`config.mk`:
```
export PLATFORM = sky130hd
export DESIGN_NAME = pc_fetch_unit
export DESIGN_NICKNAME = d
export VERILOG_FILES = /design/src/rtl/mips_pkg.sv /design/src/rtl/next_pc_calc.sv /design/src/rtl/pc_fetch_unit.sv
export SDC_FILE = /design/constraint.sdc
export NUM_CORES = 1
export LEC_CHECK = 0
export BUFFER_PORTS_ARGS = -buffer_cell sky130_fd_sc_hd__buf_4
export CELL_PAD_IN_SITES_DETAIL_PLACEMENT = 2
export CELL_PAD_IN_SITES_GLOBAL_PLACEMENT = 2
export CORE_ASPECT_RATIO = 0.75
export CORE_MARGIN = 1.5
export CORE_UTILIZATION = 28
export DETAILED_ROUTE_END_ITERATION = 10
export GPL_TIMING_DRIVEN = 0
export PLACE_DENSITY_LB_ADDON = 0.1
export SYNTH_ARGS = -nofsm -noshare
export SYNTH_HDL_FRONTEND = slang
export SYNTH_SLANG_ARGS = --single-unit
```
`constraint.sdc`:
```
create_clock -name clk -period 4.6 [get_ports clk]
set_input_delay 1.15 -clock clk [delete_from_list [all_inputs] [get_ports clk]]
set_output_delay 1.15 -clock clk [all_outputs]
set_load 0.01 [all_outputs]
```
`src/rtl/mips_pkg.sv`:
```
// Shared definitions for the MIPS fetch stage: fetch FSM encoding and PC constants.
package mips_pkg;

  typedef enum logic [1:0] {
    ST_IDLE  = 2'd0,
    ST_REQ   = 2'd1,
    ST_HOLD  = 2'd2,
    ST_ERROR = 2'd3
  } fetch_state_e;

  localparam logic [31:0] RESET_PC_DEFAULT = 32'h0040_0000;
  localparam logic [31:0] PC_STEP          = 32'd4;

endpackage

```
`src/rtl/next_pc_calc.sv`:
```
// Combinational next-PC selection: JR > J/JAL > taken branch > sequential, all 32-bit modulo.
module next_pc_calc
  import mips_pkg::*;
(
  input  logic [31:0] pc_i,
  input  logic        branch_eq_i,
  input  logic        branch_ne_i,
  input  logic        zero_i,
  input  logic        jump_i,
  input  logic        jal_i,
  input  logic        jr_i,
  input  logic [15:0] imm_i,
  input  logic [25:0] address_i,
  input  logic [31:0] rs_data_i,
  output logic [31:0] next_pc_o,
  output logic [31:0] pc_plus4_o,
  output logic        branch_taken_o
);

  logic [31:0] branch_off;
  logic [31:0] jump_target;
  logic [31:0] jr_target;

  always_comb begin
    pc_plus4_o     = pc_i + PC_STEP;
    branch_taken_o = (branch_eq_i & zero_i) | (branch_ne_i & ~zero_i);
    branch_off     = {{14{imm_i[15]}}, imm_i, 2'b00};
    jump_target    = {pc_plus4_o[31:28], address_i, 2'b00};
    // JR targets are forced word aligned rather than trapping on misalignment
    jr_target      = rs_data_i & ~32'h0000_0003;

    if (jr_i)                next_pc_o = jr_target;
    else if (jump_i | jal_i) next_pc_o = jump_target;
    else if (branch_taken_o) next_pc_o = pc_plus4_o + branch_off;
    else                     next_pc_o = pc_plus4_o;
  end

endmodule

```
`src/rtl/pc_fetch_unit.sv`:
```
// MIPS PC register and fetch FSM: imem req/ack on one side, valid/accept to decode on the other.
// Build option FETCH_TIMEOUT_EN adds a REQ watchdog that parks the unit in a sticky ERROR state.
module pc_fetch_unit
  import mips_pkg::*;
#(
  parameter logic [31:0] RESET_PC      = RESET_PC_DEFAULT,
  parameter int unsigned FETCH_TIMEOUT = 8
) (
  input  logic        clk,
  input  logic        reset,
  input  logic        stall_i,
  input  logic        instr_accept_i,
  input  logic        branch_eq_i,
  input  logic        branch_ne_i,
  input  logic        zero_i,
  input  logic [15:0] imm_i,
  input  logic        jump_i,
  input  logic        jal_i,
  input  logic        jr_i,
  input  logic [25:0] address_i,
  input  logic [31:0] rs_data_i,
  input  logic        imem_ack_i,
  input  logic [31:0] imem_rdata_i,
  output logic        imem_req_o,
  output logic [31:0] imem_addr_o,
  output logic        instr_valid_o,
  output logic [31:0] instr_o,
  output logic [31:0] pc_o,
  output logic [31:0] pc_plus4_o,
  output logic        link_we_o,
  output logic [31:0] link_o,
  output logic        fetch_error_o
);

  // states: IDLE one-cycle gap after reset | REQ fetching | HOLD instr presented | ERROR fetch timed out

  if (RESET_PC[1:0] != 2'b00 || FETCH_TIMEOUT == 0) begin : g_param_check
    $error("pc_fetch_unit: RESET_PC must be word aligned and FETCH_TIMEOUT nonzero");
  end

  fetch_state_e state_q;
  logic [31:0]  pc_q;
  logic [31:0]  pc_d;
  logic [31:0]  instr_q;
  logic         valid_q;
  logic         req_q;
  logic         link_we_q;
  logic [31:0]  link_q;
  logic         branch_taken_unused;

  next_pc_calc u_next_pc (
    .pc_i           (pc_q),
    .branch_eq_i    (branch_eq_i),
    .branch_ne_i    (branch_ne_i),
    .zero_i         (zero_i),
    .jump_i         (jump_i),
    .jal_i          (jal_i),
    .jr_i           (jr_i),
    .imm_i          (imm_i),
    .address_i      (address_i),
    .rs_data_i      (rs_data_i),
    .next_pc_o      (pc_d),
    .pc_plus4_o     (pc_plus4_o),
    .branch_taken_o (branch_taken_unused)
  );

`ifdef FETCH_TIMEOUT_EN
  localparam int unsigned TmoW = $clog2(FETCH_TIMEOUT + 1);
  logic [TmoW-1:0] tmo_q;
  logic            err_q;
`endif

  always_ff @(posedge clk or negedge reset) begin
    if (!reset) begin
      state_q   <= ST_IDLE;
      pc_q      <= RESET_PC;
      instr_q   <= '0;
      valid_q   <= 1'b0;
      req_q     <= 1'b0;
      link_we_q <= 1'b0;
      link_q    <= '0;
`ifdef FETCH_TIMEOUT_EN
      tmo_q     <= '0;
      err_q     <= 1'b0;
`endif
    end else begin
      link_we_q <= 1'b0;
      unique case (state_q)
        ST_IDLE: begin
          state_q <= ST_REQ;
          req_q   <= 1'b1;
        end
        ST_REQ: begin
          if (imem_ack_i) begin
            instr_q <= imem_rdata_i;
            valid_q <= 1'b1;
            req_q   <= 1'b0;
            state_q <= ST_HOLD;
`ifdef FETCH_TIMEOUT_EN
            tmo_q   <= '0;
          end else if (tmo_q == TmoW'(FETCH_TIMEOUT - 1)) begin
            req_q   <= 1'b0;
            valid_q <= 1'b0;
            err_q   <= 1'b1;
            tmo_q   <= '0;
            state_q <= ST_ERROR;
          end else begin
            tmo_q   <= tmo_q + 1'b1;
`endif
          end
        end
        ST_HOLD: begin
          if (instr_accept_i && !stall_i) begin
            pc_q    <= pc_d;
            valid_q <= 1'b0;
            req_q   <= 1'b1;
            state_q <= ST_REQ;
            if (jal_i) begin
              link_q    <= pc_plus4_o;
              link_we_q <= 1'b1;
            end
          end
        end
        ST_ERROR: begin
          state_q <= ST_ERROR;
        end
        default: begin
          state_q <= ST_IDLE;
          req_q   <= 1'b0;
          valid_q <= 1'b0;
        end
      endcase
    end
  end

  assign imem_req_o    = req_q;
  assign imem_addr_o   = pc_q;
  assign pc_o          = pc_q;
  assign instr_valid_o = valid_q;
  assign instr_o       = instr_q;
  assign link_we_o     = link_we_q;
  assign link_o        = link_q;
`ifdef FETCH_TIMEOUT_EN
  assign fetch_error_o = err_q;
`else
  assign fetch_error_o = 1'b0;
`endif

endmodule
```
==> impl_metrics.tcl, run 1 <==
set metrics [dict create \
    setup_viol 0 \
    cp-startpoint "imem_addr_o[2]" \
    synthFlopType "dfrtp_1" \
    critPathMaxStageDelay_ns 0.51 \
    cp_slowest_cell "dfrtp_1" \
    rows 50 \
    ys_async_sr_fraction_pct 100 \
    place_congestion 0.920 \
    synthAdderAreaFrac_pct 6.57 \
    fin_area_mm2 0.0100 \
    synth.area.mux_share_pct 4.13 \
    startpoint_type "register" \
    die-area_mm2 0.0265 \
    drt_wl_total_um 34200 \
    p_per_area_mw_per_mm2 638 \
    area_growth_pct 40.3 \
    min_period_over_period_pct 95.8 \
    clockBufferDepth 2 \
    max-cap-violations 0 \
    stdcell_count 1496 \
    yosysWarningCount 0 \
    synth_compound_area_share_pct 19.1 \
    drt-pass1-iter-count 5 \
    grt_pass1_vias 8215 \
    ios 281 \
    yosys_register_bits 97 \
    path_class "reg2reg" \
    fmax_mhz 227 \
    crit_required_ns 4.84 \
    cts_root_buf "clkbuf_16" \
    layout-drive-gt1-share_pct 33.7 \
    dp.cells 1478 \
    io_buffers 269 \
    clkTransAtPathRegs_ns 0.07 \
    grt_start_max_net_pins 63 \
    dpl_worst_slack_ns -0.173 \
    die_width_um 188 \
    synth_xor_area_share_pct 6.07 \
    period_minus_slack_ns 4.41 \
    slew_headroom_pct 33.4 \
    syn_area_per_cell_um2 8.30 \
    cts_sinks 97 \
    leakage_nw 5.05 \
    finalWorstSetupSlack_ns 0.193 \
    core_area_mm2 0.0250 \
    via_per_inst 5.12 \
    initial_utilization_pct 28.6 \
    rr_endpoint "imem_addr_o[28]" \
    htree_levels 3 \
    grt_pass1_wl_um 50900 \
    setup.worst_path.end "imem_addr_o[28]" \
    crit_fanout 6 \
    die_h_um 141 \
    hold-worst-slack_ns 0.476 \
    ir_drop_v 0.000207 \
    wire_per_inst_um 22.8 \
    synth_cell_types 79 \
    vias 7657 \
    fillerInstances 2898 \
    slew_viol_final 0 \
    nets 1306 \
    place_area_mm2 0.00966 \
    drtIter0Drc 332 \
    cp_num_cells 16 \
    timing.rr.start "imem_addr_o[2]" \
    ys_seq_area_share_pct 33.9 \
    worst-r2r-setup-slack_ns 0.19 \
    remaining_drc_errors 0 \
    yosys.area_share.simple_pct 22.4 \
    cp_top_family "simple AND/OR/NAND/NOR gates" \
    antenna_found_initial 1 \
    hold_viol 0 \
    clk_latency_ns 0.37 \
    critPathArrivalTime_ns 4.65 \
    reg2regPathDepth 16 \
    endpoint_kind "register" \
    path_cells "ha_1 > nand4_1 > buf_4 > nor3_4 > nand2_1 > xor2_2 > inv_1 > ha_1 > nand3_1 > nor3_1 > nor2_1 > a21boi_1 > o21ai_0 > o21ai_0 > mux2i_1 > nand2_1" \
    synthCells 862 \
    cts_tree "yes" \
    skew_ns 0.0138 \
    hold_buffers 0 \
    cp.buffers_inverters 2 \
    status "finished, final reports clean" \
    tightest_slew_ns 0.999 \
    grt_overflow 0 \
    synth_top_family_by_area "simple AND/OR/NAND/NOR gates" \
    synth_edf_count 0 \
    cts_made_buffers 9 \
    synth_area_mm2 0.00716 \
    dpl.hpwl_um 26400 \
    ant_nets 0 \
    fin_util_pct 40.1 \
    grt_use_total_pct 25.4 \
    min_path_type "reg2reg" \
]
-- timing repair --
action                                  in CTS  in global routing
resized for setup                            2                  7
endpoints found under the setup margin       1                  7
buffers inserted                             0                  1
pin swaps                                    0                  1
-- cell usage in the layout, fill, tap and decap left out, types with 22 or more instances in the layout --
cell / Yosys / layout
xnor2_1: 24 / 22
nor2_1: 73 / 72
nand3_1: 29 / 28
nand2_1: 173 / 173
o21ai_0: 25 / 25
inv_1: 24 / 24
clkbuf_1: 28 / 28
ha_1: 36 / 36
dfrtp_1: 96 / 96
buf_4: 41 / 311
a21oi_1: 66 / 66
-- tightest hold or removal path, delay by kind of cell (launching register included) --
family / cells / cell delay (ns)
flip-flops: 1 / 0.34
AND/OR/NAND/NOR: 2 / 0.10
-- worst min path at each step --
stage | from | endpoint | slack (ns) | cells after the start
after CTS | instr_o[26] | instr_o[26] | 0.48 | 2
after global routing | instr_o[20] | instr_o[20] | 0.52 | 2
after floorplan | state_q[0] | imem_req_o | 0.46 | 1
after detailed placement | instr_o[4] | instr_o[4] | 0.47 | 2
after global placement | instr_o[3] | instr_o[3] | 0.46 | 2
final | instr_o[26] | instr_o[26] | 0.48 | 2
-- where the power goes --
| group | internal, mW | total [mW] | switching (mW) |
|---|---|---|---|
| combinational | 1.77 | 3.89 | 2.13 |
| sequential | 1.20 | 1.63 | 0.428 |
| clock | 0.506 | 0.880 | 0.375 |
| total | 3.48 | 6.41 | 2.93 |
-- final cells by class --
cell class / count / area (µm²) / area share [%]
antenna: 1 / 2.50 / 0.0249
buffer: 80 / 462 / 4.60
clock buffer: 11 / 253 / 2.52
clock inverter: 5 / 77.6 / 0.772
inverter: 24 / 90.1 / 0.897
multi-input combinational: 669 / 4250 / 42.3
sequential: 97 / 2430 / 24.2
tap: 338 / 423 / 4.21
timing repair buffer: 271 / 2050 / 20.5
-- synth_stat cells, types with 6 or more instances --
cell type  count  area, µm²
a21o_1        15        113
a31oi_1        8       50.1
a311oi_1       7       61.3
nor2_1        73        274
nor3_1        11       55.1
o211ai_1       7       52.6
xnor2_1       24        210
o21ai_0       25        125
o21ai_1        8       40.0
nand3_1       29        145
nand4_1       13       81.3
o31ai_1        6       45.0
a21oi_1       66        330
inv_1         24       90.1
clkbuf_1      28        105
xor2_1        20        175
mux2i_1        7       70.1
buf_4         41        308
dfrtp_1       96       2400
a211oi_1       8       60.1
ha_1          36        450
nand2_1      173        649
mux2_2        20        225
and3_1        12       75.1
-- flip-flops by register name, indices dropped and copies added, names as in the netlist --
register / cells
imem_addr_o: 30
imem_req_o: 1
instr_o: 32
instr_valid_o: 1
link_o: 30
link_we_o: 1
state_q: 2
-- per-layer routing --
metal	track usage, %	vias to the layer above	wire length, µm
met3	4.95	25	1640
met1	34.4	3872	16000
met5	0	-	0
li1	-	3555	-
met4	5.47	0	458
met2	42.1	205	16100
-- cells by family after synthesis --
group,Yosys count
simple gates,348
buf+inv,104
mux,27
xor+xnor,47
compound gates,201
fa+ha+maj,37
other cells,1
flops,97
-- through the flow --
stage | power [mW] | setup TNS (ns)
final | 6.41 | 0
after global placement | 5.39 | -0.0481
after global routing | 6.84 | -0.0549
after detailed placement | 5.51 | -0.173
after floorplan | 3.69 | 0
after CTS | 6.44 | 0
Note: power is estimated with default switching activity, not from simulation.
==> inputs of run 2 (changes only) <==
--- a/config.mk
+++ b/config.mk
@@ -11,6 +11,7 @@
 export CORE_ASPECT_RATIO = 0.75
 export CORE_MARGIN = 1.5
 export CORE_UTILIZATION = 28
+export CTS_BUF_LIST = sky130_fd_sc_hd__clkbuf_4
 export DETAILED_ROUTE_END_ITERATION = 10
 export GPL_TIMING_DRIVEN = 0
 export PLACE_DENSITY_LB_ADDON = 0.1
==> impl_metrics.tcl, run 2 (synthesized netlist as in run 1, its figures left out) <==
set metrics [dict create \
    status "finished, final reports clean" \
    hold-worst-slack_ns 0.494 \
    htree_levels 3 \
    fin_area_mm2 0.00986 \
    ios 281 \
    hold_viol 0 \
    critPathArrivalTime_ns 4.71 \
    vias 7670 \
    min_period_over_period_pct 93.7 \
    rr_endpoint "imem_addr_o[28]" \
    area_growth_pct 37.7 \
    layout-drive-gt1-share_pct 33.4 \
    period_minus_slack_ns 4.31 \
    setup_viol 0 \
    wire_per_inst_um 22.7 \
    place_congestion 0.920 \
    antenna_found_initial 2 \
    p_per_area_mw_per_mm2 616 \
    cts_tree "yes" \
    die-area_mm2 0.0265 \
    drt-pass1-iter-count 5 \
    setup.worst_path.end "imem_addr_o[28]" \
    die_width_um 188 \
    worst-r2r-setup-slack_ns 0.29 \
    grt_pass1_vias 8214 \
    use_met2_pct 41.3 \
    nets 1306 \
    skew_ns 0.0322 \
    min_path_type "reg2reg" \
    via_per_inst 5.12 \
    cts_sinks 97 \
    grt_use_total_pct 25.3 \
    rows 50 \
    slew_viol_final 0 \
    crit_fanout 6 \
    initial_utilization_pct 28.6 \
    grt_start_max_net_pins 63 \
    grt_busiest_layer "met2" \
    cp-startpoint "imem_addr_o[10]" \
    tightest_slew_ns 1.01 \
    gr-usage-met3_pct 5.19 \
    reg2regPathDepth 13 \
    clk_latency_ns 0.53 \
    grt_pass1_wl_um 50600 \
    place_area_mm2 0.00966 \
    leakage_nw 4.96 \
    path_class "reg2reg" \
    die_h_um 141 \
    max-cap-violations 0 \
    fmax_mhz 232 \
    fillerInstances 2928 \
    final_cell_mix "311 x buf_4, 173 x nand2_1, 95 x dfrtp_1, 72 x nor2_1, 66 x a21oi_1" \
    cts_made_buffers 9 \
    remaining_drc_errors 0 \
    use_met1_pct 34.5 \
    timing.rr.start "imem_addr_o[10]" \
    clkTransAtPathRegs_ns 0.17 \
    grt_overflow 0 \
    endpoint_kind "register" \
    cts_root_buf "clkbuf_4" \
    crit_required_ns 5.01 \
    ir_drop_v 0.000216 \
    startpoint_type "register" \
    dpl.hpwl_um 26400 \
    core_area_mm2 0.0250 \
    drtIter0Drc 341 \
    largest_reg_flops 32 \
    hold_buffers 0 \
    slew_headroom_pct 32.5 \
    clockBufferDepth 2 \
    ant_nets 0 \
    io_buffers 269 \
    layout_commonest_cell "buf_4" \
    drt_wl_total_um 33900 \
]
## run 2: changes by cell type in the layout (fill, tap and decap cells not counted), moves of 2 or more
cell,previous run,this run
clkbuf_16,9,0
clkbuf_4,0,9
clkbuf_8,2,0
clkinv_1,0,2
## run 2: worst min path at each step
stage / from / to / slack, ns / cells past startpoint
2_1_floorplan: state_q[0] / imem_req_o / 0.46 / 1
3_3_place_gp: instr_o[3] / instr_o[3] / 0.46 / 2
3_5_place_dp: instr_o[4] / instr_o[4] / 0.47 / 2
4_1_cts: instr_o[26] / instr_o[26] / 0.50 / 2
5_1_grt: instr_o[20] / instr_o[20] / 0.54 / 2
6_report: instr_o[26] / instr_o[26] / 0.49 / 2
## run 2: layout make-up
type / count / area (µm²) / share of cell area, %
multi-input cells: 669 / 4240 / 43.0
flip-flops and latches: 97 / 2430 / 24.7
repair buffers: 271 / 2050 / 20.8
plain buffers: 80 / 462 / 4.68
well taps: 338 / 423 / 4.29
inverters: 24 / 90.1 / 0.914
clock inverters: 7 / 85.1 / 0.863
clock buffers: 9 / 67.6 / 0.685
diodes: 2 / 5.00 / 0.0508
## run 2: metal layers
layer	vias to the layer above	share of wire [%]
met1	3862	46
met5	-	0
met4	0	1.6
met3	29	5.6
li1	3552	-
met2	227	47
## run 2: timing repair
item,in CTS,in global routing
gates resized for setup,2,6
endpoints found under the setup margin,1,9
pin swaps,0,1
buffers inserted,0,1
## run 2: power by group
part | internal (mW) | switching, mW
clock network | 0.215 | 0.346
registers | 1.20 | 0.430
logic | 1.77 | 2.11
## run 2: through the flow
step                utilization [%]  setup TNS [ns]  setup WS, ns  std cells  power (mW)
finish                         39.4               0         0.290       1497        6.07
global route                   39.4        -0.00202      -0.00202       1496        6.50
CTS                            39.2               0        0.0964       1494        6.10
detailed placement             38.6          -0.173        -0.173       1478        5.51
global placement               38.5         -0.0481       -0.0481       1477        5.39
floorplan                         -               0         0.925        870        3.69
## run 2: worst max-delay path: stages (launching register included)
cell and delay [ns]:
dfrtp_1 0.57, inv_1 0.16, or4_4 0.61, nor2_1 0.13
xor2_1 0.55, ha_1 0.28, nand3_1 0.11, nor3_1 0.33
nor2_1 0.11, a21boi_1 0.35, o21ai_0 0.25, o21ai_0 0.32
mux2i_1 0.35, nand2_1 0.08
